--- src/rtl/fetch_unit_pkg.sv ---
`default_nettype none
// ============================================================================
// Module      : fetch_unit_pkg
// Description : Shared types and constants for the instruction fetch stage.
// Revision    : 1.0 - initial release
// ============================================================================
package fetch_unit_pkg;

    localparam int INST_W = 32;
    localparam int ADDR_W = 64;
    localparam int FIFO_W = ADDR_W + INST_W;
    localparam int STAT_W = 32;
    localparam logic [ADDR_W-1:0] PC_STEP = 64'd4;

    typedef enum logic [1:0] {
        S_REQ   = 2'd0,
        S_WAIT  = 2'd1,
        S_DRAIN = 2'd2
    } fetch_state_e;

    // One buffered fetch: address in the upper bits, word in the lower bits.
    typedef struct packed {
        logic [ADDR_W-1:0] pc;
        logic [INST_W-1:0] inst;
    } fetch_entry_t;

    // Increment that sticks at all-ones instead of wrapping.
    function automatic logic [STAT_W-1:0] sat_inc(input logic [STAT_W-1:0] v);
        return (&v) ? v : v + STAT_W'(1);
    endfunction

endpackage
`default_nettype wire

--- src/rtl/fetch_unit_if.sv ---
`default_nettype none
// ============================================================================
// Module      : fetch_unit_if
// Description : Memory request/response, redirect and decode handshake
//               bundle of the fetch stage. master = fetch unit side.
// Revision    : 1.0 - initial release
// ============================================================================
interface fetch_unit_if;
    import fetch_unit_pkg::*;

    logic              imem_req_valid;
    logic              imem_req_ready;
    logic [ADDR_W-1:0] imem_req_addr;
    logic              imem_rsp_valid;
    logic [INST_W-1:0] imem_rsp_data;
    logic              redirect_valid;
    logic [ADDR_W-1:0] redirect_pc;
    logic              inst_valid;
    logic              inst_ready;
    logic [INST_W-1:0] inst_out;
    logic [ADDR_W-1:0] inst_pc;

    modport master (
        output imem_req_valid, imem_req_addr, inst_valid, inst_out, inst_pc,
        input  imem_req_ready, imem_rsp_valid, imem_rsp_data,
               redirect_valid, redirect_pc, inst_ready
    );

    modport slave (
        input  imem_req_valid, imem_req_addr, inst_valid, inst_out, inst_pc,
        output imem_req_ready, imem_rsp_valid, imem_rsp_data,
               redirect_valid, redirect_pc, inst_ready
    );

endinterface
`default_nettype wire

--- src/rtl/fetch_unit_fifo.sv ---
`default_nettype none
// ============================================================================
// Module      : fetch_fifo
// Description : Synchronous FIFO buffering fetched {pc, inst} entries.
//               Flush has priority over push and pop.
// Revision    : 1.0 - initial release
// ============================================================================
module fetch_fifo
    import fetch_unit_pkg::*;
#(
    parameter int WIDTH = FIFO_W,
    parameter int DEPTH = 2
) (
    input  wire logic                   clk,
    input  wire logic                   rst_n,
    input  wire logic                   push,
    input  wire logic                   pop,
    input  wire logic                   flush,
    input  wire logic [WIDTH-1:0]       wdata,
    output logic      [WIDTH-1:0]       rdata,
    output logic      [$clog2(DEPTH):0] count,
    output logic                        full,
    output logic                        empty
);

    localparam int PTR_W = $clog2(DEPTH);
    localparam int CNT_W = PTR_W + 1;

    logic [WIDTH-1:0] mem_q [DEPTH];
    logic [PTR_W-1:0] wr_ptr_q, wr_ptr_d;
    logic [PTR_W-1:0] rd_ptr_q, rd_ptr_d;
    logic [CNT_W-1:0] count_q, count_d;
    logic             do_push, do_pop;

    assign full  = (count_q == CNT_W'(DEPTH));
    assign empty = (count_q == '0);
    assign count = count_q;
    assign rdata = mem_q[rd_ptr_q];

    // Pointer and occupancy update; pointers wrap naturally (DEPTH is 2^n).
    always_comb begin
        do_push  = push & ~full & ~flush;
        do_pop   = pop & ~empty & ~flush;
        wr_ptr_d = wr_ptr_q;
        rd_ptr_d = rd_ptr_q;
        count_d  = count_q;
        if (flush) begin
            wr_ptr_d = '0;
            rd_ptr_d = '0;
            count_d  = '0;
        end else begin
            if (do_push) wr_ptr_d = wr_ptr_q + PTR_W'(1);
            if (do_pop)  rd_ptr_d = rd_ptr_q + PTR_W'(1);
            if (do_push && !do_pop)      count_d = count_q + CNT_W'(1);
            else if (!do_push && do_pop) count_d = count_q - CNT_W'(1);
        end
    end

    // Storage and pointer registers.
    always_ff @(posedge clk or negedge rst_n) begin
        if (!rst_n) begin
            wr_ptr_q <= '0;
            rd_ptr_q <= '0;
            count_q  <= '0;
            for (int i = 0; i < DEPTH; i++) mem_q[i] <= '0;
        end else begin
            wr_ptr_q <= wr_ptr_d;
            rd_ptr_q <= rd_ptr_d;
            count_q  <= count_d;
            if (do_push) mem_q[wr_ptr_q] <= wdata;
        end
    end

endmodule
`default_nettype wire

--- src/rtl/fetch_unit.sv ---
`default_nettype none
// ============================================================================
// Module      : fetch_unit
// Description : Instruction fetch stage. Holds the PC, issues one read at a
//               time, buffers returned words and hands {inst, pc} to decode.
//               Redirects flush the buffer and drain any stale response.
//               Optional macro FETCH_STATS_EN adds stat_fetched/stat_flushed.
// Revision    : 1.0 - initial release
// ============================================================================
module fetch_unit
    import fetch_unit_pkg::*;
#(
    parameter logic [ADDR_W-1:0] RESET_PC   = 64'h0,
    parameter int                FIFO_DEPTH = 2
) (
    input  wire logic         clk,
    input  wire logic         rst_n,
    fetch_unit_if.master      bus
`ifdef FETCH_STATS_EN
    ,
    output logic [STAT_W-1:0] stat_fetched,
    output logic [STAT_W-1:0] stat_flushed
`endif
);

    localparam int CNT_W = $clog2(FIFO_DEPTH) + 1;

    fetch_state_e      state_q, state_d;
    logic [ADDR_W-1:0] pc_q, pc_d;
    logic [ADDR_W-1:0] req_pc_q, req_pc_d;
    logic              req_valid_q, req_valid_d;
    logic [CNT_W-1:0]  fifo_count, count_next;
    logic              fifo_empty, unused_fifo_full;
    logic              push, pop, flush, req_fire;
    logic [ADDR_W-1:0] redirect_target;
    logic              unused_redirect_lsbs;
    fetch_entry_t      wr_entry, rd_entry;

    assign redirect_target      = {bus.redirect_pc[ADDR_W-1:2], 2'b00};
    assign unused_redirect_lsbs = ^bus.redirect_pc[1:0];
    assign req_fire             = req_valid_q & bus.imem_req_ready;
    assign flush                = bus.redirect_valid;
    assign bus.inst_valid       = ~fifo_empty & ~bus.redirect_valid;
    assign pop                  = bus.inst_valid & bus.inst_ready;
    assign wr_entry             = '{pc: req_pc_q, inst: bus.imem_rsp_data};

    assign bus.imem_req_valid   = req_valid_q;
    assign bus.imem_req_addr    = pc_q;
    assign bus.inst_out         = rd_entry.inst;
    assign bus.inst_pc          = rd_entry.pc;

    fetch_fifo #(
        .WIDTH (FIFO_W),
        .DEPTH (FIFO_DEPTH)
    ) u_fifo (
        .clk   (clk),
        .rst_n (rst_n),
        .push  (push),
        .pop   (pop),
        .flush (flush),
        .wdata (wr_entry),
        .rdata (rd_entry),
        .count (fifo_count),
        .full  (unused_fifo_full),
        .empty (fifo_empty)
    );

    // Request/response sequencing; a redirect always overrides the next PC.
    always_comb begin
        state_d  = state_q;
        pc_d     = pc_q;
        req_pc_d = req_pc_q;
        push     = 1'b0;
        unique case (state_q)
            S_REQ: begin
                if (req_fire) begin
                    pc_d     = pc_q + PC_STEP;
                    req_pc_d = pc_q;
                    state_d  = bus.redirect_valid ? S_DRAIN : S_WAIT;
                end
            end
            S_WAIT: begin
                if (bus.imem_rsp_valid) begin
                    push    = ~bus.redirect_valid;
                    state_d = S_REQ;
                end else if (bus.redirect_valid) begin
                    state_d = S_DRAIN;
                end
            end
            S_DRAIN: begin
                if (bus.imem_rsp_valid) state_d = S_REQ;
            end
            default: state_d = S_REQ;
        endcase
        if (bus.redirect_valid) pc_d = redirect_target;
    end

    // Request valid is registered: next cycle requests only when idle and a
    // buffer slot will still be free after this cycle's push/pop/flush.
    always_comb begin
        count_next = fifo_count;
        if (flush)              count_next = '0;
        else if (push && !pop)  count_next = fifo_count + CNT_W'(1);
        else if (!push && pop)  count_next = fifo_count - CNT_W'(1);
        req_valid_d = (state_d == S_REQ) && (count_next < CNT_W'(FIFO_DEPTH));
    end

    // FSM, PC and request-valid registers.
    always_ff @(posedge clk or negedge rst_n) begin
        if (!rst_n) begin
            state_q     <= S_REQ;
            pc_q        <= RESET_PC;
            req_pc_q    <= '0;
            req_valid_q <= 1'b0;
        end else begin
            state_q     <= state_d;
            pc_q        <= pc_d;
            req_pc_q    <= req_pc_d;
            req_valid_q <= req_valid_d;
        end
    end

`ifdef FETCH_STATS_EN
    logic [STAT_W-1:0] fetched_q, fetched_d;
    logic [STAT_W-1:0] flushed_q, flushed_d;

    // Saturating counters of buffered words and redirects.
    always_comb begin
        fetched_d = push               ? sat_inc(fetched_q) : fetched_q;
        flushed_d = bus.redirect_valid ? sat_inc(flushed_q) : flushed_q;
    end

    // Statistics registers.
    always_ff @(posedge clk or negedge rst_n) begin
        if (!rst_n) begin
            fetched_q <= '0;
            flushed_q <= '0;
        end else begin
            fetched_q <= fetched_d;
            flushed_q <= flushed_d;
        end
    end

    assign stat_fetched = fetched_q;
    assign stat_flushed = flushed_q;
`endif

endmodule
`default_nettype wire
--- src/flat_wrapper.sv ---
// flat-port wrapper written by rule: the top's interface ports become plain ports
module fetch_unit_flat import fetch_unit_pkg::*;
#(
    parameter logic [ADDR_W-1:0] RESET_PC   = 64'h0,
    parameter int                FIFO_DEPTH = 2
)
  (clk, rst_n, bus_imem_req_valid, bus_imem_req_addr, bus_inst_valid, bus_inst_out, bus_inst_pc, bus_imem_req_ready, bus_imem_rsp_valid, bus_imem_rsp_data, bus_redirect_valid, bus_redirect_pc, bus_inst_ready);
  fetch_unit_if bus_i ();
  input  wire logic clk;
  input  wire logic rst_n;
  output wire logic [$bits(bus_i.imem_req_valid)-1:0] bus_imem_req_valid;
  output wire logic [$bits(bus_i.imem_req_addr)-1:0] bus_imem_req_addr;
  output wire logic [$bits(bus_i.inst_valid)-1:0] bus_inst_valid;
  output wire logic [$bits(bus_i.inst_out)-1:0] bus_inst_out;
  output wire logic [$bits(bus_i.inst_pc)-1:0] bus_inst_pc;
  input wire logic [$bits(bus_i.imem_req_ready)-1:0] bus_imem_req_ready;
  input wire logic [$bits(bus_i.imem_rsp_valid)-1:0] bus_imem_rsp_valid;
  input wire logic [$bits(bus_i.imem_rsp_data)-1:0] bus_imem_rsp_data;
  input wire logic [$bits(bus_i.redirect_valid)-1:0] bus_redirect_valid;
  input wire logic [$bits(bus_i.redirect_pc)-1:0] bus_redirect_pc;
  input wire logic [$bits(bus_i.inst_ready)-1:0] bus_inst_ready;
  assign bus_imem_req_valid = bus_i.imem_req_valid;
  assign bus_imem_req_addr = bus_i.imem_req_addr;
  assign bus_inst_valid = bus_i.inst_valid;
  assign bus_inst_out = bus_i.inst_out;
  assign bus_inst_pc = bus_i.inst_pc;
  assign bus_i.imem_req_ready = bus_imem_req_ready;
  assign bus_i.imem_rsp_valid = bus_imem_rsp_valid;
  assign bus_i.imem_rsp_data = bus_imem_rsp_data;
  assign bus_i.redirect_valid = bus_redirect_valid;
  assign bus_i.redirect_pc = bus_redirect_pc;
  assign bus_i.inst_ready = bus_inst_ready;
  fetch_unit #(.RESET_PC(RESET_PC), .FIFO_DEPTH(FIFO_DEPTH)) u_core (.clk(clk), .rst_n(rst_n), .bus(bus_i));
endmodule
--- config.mk ---
export PLATFORM = sky130hd
export DESIGN_NAME = fetch_unit_flat
export DESIGN_NICKNAME = d
export VERILOG_FILES = /design/src/rtl/fetch_unit_pkg.sv /design/src/rtl/fetch_unit_if.sv /design/src/rtl/fetch_unit_fifo.sv /design/src/rtl/fetch_unit.sv /design/src/flat_wrapper.sv
export SDC_FILE = /design/constraint.sdc
export NUM_CORES = 1
export LEC_CHECK = 0
export CELL_PAD_IN_SITES_DETAIL_PLACEMENT = 1
export CELL_PAD_IN_SITES_GLOBAL_PLACEMENT = 2
export CORE_UTILIZATION = 35
export CTS_BUF_LIST = sky130_fd_sc_hd__clkbuf_8
export DETAILED_ROUTE_END_ITERATION = 8
export PLACE_DENSITY_LB_ADDON = 0.05
export REMOVE_ABC_BUFFERS = 1
export SLEW_MARGIN = 20
export SYNTH_ARGS = -nofsm -noshare
export SYNTH_HDL_FRONTEND = slang
export SYNTH_HIERARCHICAL = 1
export SYNTH_SLANG_ARGS = --single-unit
export TNS_END_PERCENT = 10
--- constraint.sdc ---
create_clock -name clk -period 5 [get_ports clk]
set_clock_uncertainty 0.05 [all_clocks]
set_input_delay 1.5 -clock clk [delete_from_list [all_inputs] [get_ports clk]]
set_output_delay 1.5 -clock clk [all_outputs]
set_load 0.01 [all_outputs]
==> results of run 1 <==
==> logic make-up after synthesis <==
logic type | count (synthesis) | share of synthesized area
AO/OA/AOI/OAI | 91 | 0.0363
XOR/XNOR | 40 | 0.0236
adder cells (fa/ha/maj) | 1 | 0.000844
buffers and inverters | 85 | 0.0262
flip-flops | 323 | 0.545
multiplexers | 299 | 0.226
other | 1 | 0.000253
AND/OR/NAND/NOR | 436 | 0.141
==> state kept, by name, indices dropped and copies added (netlist names) <==
signal,cells
u_core/bus.imem_req_valid,1
u_core/u_fifo/wr_ptr_q,1
u_core/u_fifo/mem_q,192
u_core/u_fifo/rd_ptr_q,1
u_core/req_pc_q,62
u_core/bus.imem_req_addr,62
u_core/u_fifo/count,2
u_core/state_q,2
==> layout make-up <==
| class | instances | area share |
|---|---|---|
| sequential | 323 | 0.422 |
| multi-input combinational | 873 | 0.334 |
| timing repair buffer | 283 | 0.149 |
| clock buffer | 66 | 0.0474 |
| tap | 539 | 0.0352 |
| clock inverter | 30 | 0.0107 |
| inverter | 12 | 0.00235 |
| antenna | 2 | 0.000261 |
==> routing by layer <==
layer	wire length, um	part of all wire	global-route usage
met2	20500	0.47	0.338
met4	762	0.017	0.0531
met5	39	0.00089	0
met3	1980	0.045	0.0495
met1	20400	0.47	0.279
==> path summary, 6_finish.rpt <==
| kind | from | endpoint | slack (ns) | cells after the start |
|---|---|---|---|---|
| max | u_core/u_fifo/rd_ptr_q | bus_inst_pc[0] | 0.71 | 3 |
| min | u_core/u_fifo/mem_q[127] | u_core/u_fifo/mem_q[127] | 0.43 | 1 |
| max reg2reg | u_core/bus.imem_req_addr[40] | u_core/bus.imem_req_addr[61] | 2.02 | 5 |
| min reg2reg | u_core/u_fifo/mem_q[127] | u_core/u_fifo/mem_q[127] | 0.43 | 1 |
| max in group asynchronous | rst_n | u_core/u_fifo/rd_ptr_q | 2.97 | 2 |
| min in group asynchronous | rst_n | u_core/u_fifo/mem_q[27] | 0.86 | 1 |
==> power groups by stage <==
| stage | logic [W] | registers, W | clock network [W] |
|---|---|---|---|
| final | 0.00218 | 0.00364 | 0.00243 |
| after global routing | 0.00239 | 0.00373 | 0.00265 |
| after CTS | 0.00222 | 0.00364 | 0.00254 |
| after detailed placement | 0.00221 | 0.00369 | 0 |
| after global placement | 0.00218 | 0.00365 | 0 |
| after floorplan | 0.00112 | 0.00355 | 0 |
==> worst max-delay path: stages (launching register included) <==
cell,delay (ns)
dfrtp_4,0.77
buf_4,0.42
mux2_2,0.39
clkdlybuf4s50_1,0.51
==> cell usage in the layout (no fill, tap or decap), drive strengths merged, types with 8 or more instances in the layout <==
cell	n
clkdlybuf4s50	257
nor2b	10
clkbuf	66
or4	15
inv	32
and3	9
mux2i	8
or3	9
nor3	16
nand2	245
o21ai	51
dfrtp	323
buf	26
mux2	291
nor4	27
a31oi	11
nand3	28
xor2	12
xnor2	28
nand4	18
nor2	27
==> through the flow <==
| step | std cells | power (W) | setup WS (ns) |
|---|---|---|---|
| 2_1_floorplan | 1208 | 0.00467 | -1.44 |
| 3_3_place_gp | 2030 | 0.00583 | 0.742 |
| 3_5_place_dp | 2030 | 0.00590 | 0.734 |
| 4_1_cts | 2126 | 0.00841 | 0.601 |
| 5_1_grt | 2128 | 0.00877 | 0.574 |
| 6_report | 2128 | 0.00825 | 0.714 |
==> results.md, run 1 <==
Yosys
- cell taking the most area after synthesis: dfrtp_1
- cell area after synthesis: 14800 um2
- portion of the post-synthesis area used by sequential elements: 0.545
- Commonest cells post-synth: dfrtp_1 (323), mux2_2 (251), nand2_1 (245)
- library cells used by synthesis: 50
- leading cell type by number of instances after synthesis: dfrtp_1
- number of synthesized register bits: 323
- top flip-flop cell by instance count after synthesis: dfrtp_1
- number of enable flip-flop cells after synthesis: 0
- async set or reset register ratio after synthesis: 1.00
- instance count of the mapped netlist: 1276
- mean area per synthesized cell: 11.6 um2
- portion of synthesized cell area occupied by the leading cell type: 0.545
- Warnings, synthesis: 6
- top cells by area, synth: dfrtp_1 (55%), mux2_2 (19%), nand2_1 (6.2%), mux2_1 (3.0%), o21ai_0 (1.7%)

Clocking
- CTS clk-pin slew, worst paths: 0.06 ns
- worst-case clock buffer depth: 3
- Inserted Clock Buffers: 57
- clock root cell: clkbuf_8
- post-CTS setup buffer count: 0
- count of clock tree sinks: 323
- TritonCTS clock tree: yes
- H-tree lvl count: 2
- quantity of gates resized following cts: 0
- CTS hold repair buffers: 0
- worst skew pair latency: 0.64 ns

STA
- actual transition at the worst max-transition pin: 0.929 ns
- highest clock frequency the design can meet: 233 MHz
- max-slew headroom at the worst pin: 0.375
- setup violators final: 0
- RSZ-0062 raised after global routing: no
- Final min period: 4.29 ns
- final-layout worst hold slack: 0.432 ns
- count of pins over their slew limit: 0
- final count of hold timing violations: 0
- Period Utilization, post-route: 0.857
- Setup Total Neg Slack: 0 ns

Min path
- worst min-delay path category: register to register

Floorplanning
- Die Area: 43200 um2
- Vert. Die Dim: 208 um
- number of rows created at floorplan: 75
- I/O Pins: 264
- Die X-Extent: 208 um
- area of the core region: 41900 um2
- Initial Util: 0.354

Setup path
- Max Fanout on Critical Path: 29
- Critical Path End Type: output port
- WP data required: 3.45 ns
- critical path start-end classification: register to output port
- Crit path arrival time: 2.74 ns
- type of origin of the critical path: register

Routing
- TritonRoute pass-1 iters: 4
- post-route antenna net violation count: 0
- DRC violations left: 0
- total via count after detailed routing: 10768
- total wire length after detailed routing: 43700 um
- detail-routed via count per cell: 5.06
- detail-routed net length per standard cell: 20.6 um
- number of DRC markers in iteration 0: 402

Power and ir drop
- static leakage: 8.70 nW
- switching power summed over all nets: 0.00247 W
- Cell Pwr Density: 430 nW/um2
- sequential share of power: 0.441
- power share of the combinational group: 0.264
- design internal power: 0.00578 W
- clock share of power: 0.295
- Worst IR Drop VDD: 0.000278 V
- Switching Share: 0.299

Global route
- wire length of the first global-routing pass: 69900 um
- number of global-route vias before repair: 11912
- maximum number of pins on one net before global-route repair: 109
- GRT Total Usage: 0.208
- final global-route overflow total: 0
- number of antenna violations at the first check in global routing: 5

Run
- Max Cap Violations: 0

Final layout
- FF/Latch Area: 8090 um2
- ratio of cells with drive above 1 in the final layout: 0.231
- final standard cell area without fillers: 19200 um2
- total number of nets in the final design: 1653
- Finished Core Util: 0.458
- filler cell count: 4463
- Multi-input gate area: 6400 um2
- synthesis-to-layout area growth: 29.3%

Placed design
- count of port buffers added during placement: 259
- detailed placer's ending HPWL: 29100 um
- routability congestion estimate from global placement: 0.727
- area after detailed placement: 18100 um2

Status
- status: finished clean

Note: power is estimated with default switching activity, not from simulation.
==> run 2: changes to the inputs <==
--- a/config.mk
+++ b/config.mk
@@ -11,7 +11,6 @@
 export CTS_BUF_LIST = sky130_fd_sc_hd__clkbuf_8
 export DETAILED_ROUTE_END_ITERATION = 8
 export PLACE_DENSITY_LB_ADDON = 0.05
-export REMOVE_ABC_BUFFERS = 1
 export SLEW_MARGIN = 20
 export SYNTH_ARGS = -nofsm -noshare
 export SYNTH_HDL_FRONTEND = slang
==> run 2 against run 1 <==
Against the previous run: register-to-register slack improved by 0.10 ns; clock power increased by 2%; critical path depth unchanged.
==> results.md, run 2 (synthesis gave the netlist of run 1 again) <==
Setup path
- CP Cell Sequence: buf_4 > mux2_2 > clkdlybuf4s50_1
- type of origin of the critical path: register
- startpoint of the worst register-to-register path: u_core/bus.imem_req_addr[37]
- Critical Path End Type: output port
- r2r setup slk: 2.12 ns, +0.10 ns
- cell family with the largest share of critical-path delay: buffers and inverters
- WP data required: 3.45 ns, about the same
- Max Fanout on Critical Path: 20, -31%
- reg-to-reg critical path endpoint: u_core/bus.imem_req_addr[61]
- slowest stage cell on the critical path: dfrtp_4
- Crit path arrival time: 2.69 ns, -0.05 ns
- longest individual stage delay on the worst path: 0.66 ns, -0.11 ns
- count of buffering cells on the critical path with inverters included: 2, unchanged
- depth of the most critical reg-to-reg path: 5, unchanged
- critical path start-end classification: register to output port

Global route
- maximum number of pins on one net before global-route repair: 97, -11%
- number of antenna violations at the first check in global routing: 4, -1
- final global-route overflow total: 0, unchanged
- GRT Total Usage: 0.207, -0.00120
- wire length of the first global-routing pass: 69500 um, -0.60%
- number of global-route vias before repair: 11715, -1.7%

STA
- Period Utilization, post-route: 0.848, -0.00904
- highest clock frequency the design can meet: 236 MHz, +1.1%
- max-slew headroom at the worst pin: 0.381, +0.00606
- RSZ-0062 raised after global routing: no
- Setup Total Neg Slack: 0 ns, unchanged
- setup violators final: 0, unchanged
- Final min period: 4.24 ns, -0.0452 ns
- final count of hold timing violations: 0, unchanged
- count of pins over their slew limit: 0, unchanged
- final-layout worst hold slack: 0.433 ns, +0.000752 ns
- actual transition at the worst max-transition pin: 0.920 ns, -0.00901 ns

Routing
- post-route antenna net violation count: 0, unchanged
- total wire length after detailed routing: 43800 um, +0.24%
- number of DRC markers in iteration 0: 511, +27%
- DRC violations left: 0, unchanged
- detail-routed net length per standard cell: 20.5 um, -0.32%
- total via count after detailed routing: 10751, -0.16%
- TritonRoute pass-1 iters: 6, +2
- detail-routed via count per cell: 5.02, -0.72%

Placed design
- routability congestion estimate from global placement: 0.748, +2.8%
- area after detailed placement: 18100 um2, +0.11%
- count of port buffers added during placement: 259, unchanged
- detailed placer's ending HPWL: 29800 um, +2.3%

Clocking
- worst skew pair latency: 0.63 ns, about the same
- TritonCTS clock tree: yes
- count of clock tree sinks: 323, unchanged
- quantity of gates resized following cts: 0, unchanged
- H-tree lvl count: 2, unchanged
- CTS clk-pin slew, worst paths: 0.06 ns, about the same
- CTS hold repair buffers: 0, unchanged
- clock root cell: clkbuf_8
- post-CTS setup buffer count: 0, unchanged
- worst-case clock buffer depth: 3, unchanged
- Inserted Clock Buffers: 57, unchanged

Status
- status: finished clean

Final layout
- synthesis-to-layout area growth: 30.0%
- most used cells in the layout excluding fill and tap cells: dfrtp_1 (322), clkdlybuf4s50_1 (257), mux2_2 (251), nand2_1 (245), clkbuf_8 (78)
- register with the most flip-flops: u_core/u_fifo/mem_q
- total number of nets in the final design: 1654, +0.060%
- ratio of cells with drive above 1 in the final layout: 0.235, +0.00390
- final standard cell area without fillers: 19300 um2, +0.54%
- most frequent standard cell in the layout excluding fill and tap cells: dfrtp_1
- max FFs per register: 192, unchanged

Power and ir drop
- power share of the combinational group: 0.263, about the same
- clock share of power: 0.299, +0.004
- Cell Pwr Density: 432 nW/um2, +0.46%
- switching power summed over all nets: 0.00252 W, +1.9%
- sequential share of power: 0.438, -0.003
- design internal power: 0.00581 W, +0.63%
- Worst IR Drop VDD: 0.000184 V, -34%
- static leakage: 8.76 nW, +0.69%
- Switching Share: 0.302, +0.00257

Floorplanning
- Die X-Extent: 208 um, unchanged
- Initial Util: 0.354, unchanged
- Vert. Die Dim: 208 um, unchanged
- I/O Pins: 264, unchanged
- Die Area: 43200 um2, unchanged
- number of rows created at floorplan: 75, unchanged
- area of the core region: 41900 um2, unchanged

Min path
- worst min-delay path category: register to register
- hold_sp: u_core/u_fifo/mem_q[122]
- Min-Delay Endpoint: u_core/u_fifo/mem_q[122]
- number of cells traversed by the worst hold path: 1, unchanged

Run
- Max Cap Violations: 0, unchanged

[run 2: changes by cell type in the layout (fill, tap and decap cells not counted), sizes merged]
cell | before | now
inv | 32 | 34
clkbuf | 66 | 78
clkinv | 7 | 5
clkinvlp | 0 | 2
bufinv | 3 | 0
buf | 26 | 27
[run 2: layer usage]
layer / vias up / track usage / wire, um / share of wire
met2: 225 / 0.329 / 20300 / 0.46
met3: 63 / 0.0399 / 1900 / 0.043
met5: - / 0 / 23 / 0.00052
li1: 5057 / - / - / -
met4: 4 / 0.0654 / 942 / 0.021
met1: 5402 / 0.285 / 20700 / 0.47
[run 2: through the flow]
step           total power (W)  worst slack (ns)   util  std cells
3_5_place_dp           0.00593             0.695  0.432       2031
6_report               0.00833             0.759  0.461       2140
2_1_floorplan          0.00469              1.02      -       1281
3_3_place_gp           0.00585             0.714  0.432       2031
5_1_grt                0.00883             0.673  0.460       2139
4_1_cts                0.00849             0.672  0.460       2138
[run 2: cell type report]
type                            instances  area [um2]
Antenna cell                            2        5.00
Clock buffer                           78        1070
Clock inverter                         29         123
Fill cell                            4524       22600
Inverter                               12        45.0
Multi-Input combinational cell        873        6400
Sequential cell                       323        8090
Tap cell                              539         674
Timing Repair Buffer                  284        2870
[run 2: how the worst max path moves through the flow]
| stage | from | to | slack (ns) | depth (start not counted) |
|---|---|---|---|---|
| finish | u_core/u_fifo/rd_ptr_q | bus_inst_pc[63] | 0.76 | 3 |
| global placement | bus_imem_rsp_valid | u_core/u_fifo/mem_q[27] | 0.71 | 6 |
| detailed placement | bus_imem_rsp_valid | u_core/u_fifo/mem_q[26] | 0.69 | 6 |
| CTS | u_core/u_fifo/rd_ptr_q | bus_inst_pc[63] | 0.67 | 3 |
| global route | u_core/u_fifo/rd_ptr_q | bus_inst_pc[63] | 0.67 | 3 |
| floorplan | bus_redirect_valid | bus_inst_valid | 1.02 | 4 |
[run 2: power groups by stage]
stage               Sequential, W  Combinational [W]  Clock (W)
finish                    0.00365            0.00219    0.00249
global route              0.00374            0.00240    0.00269
CTS                       0.00366            0.00224    0.00259
detailed placement        0.00370            0.00222          0
global placement          0.00366            0.00219          0
floorplan                 0.00355            0.00114          0
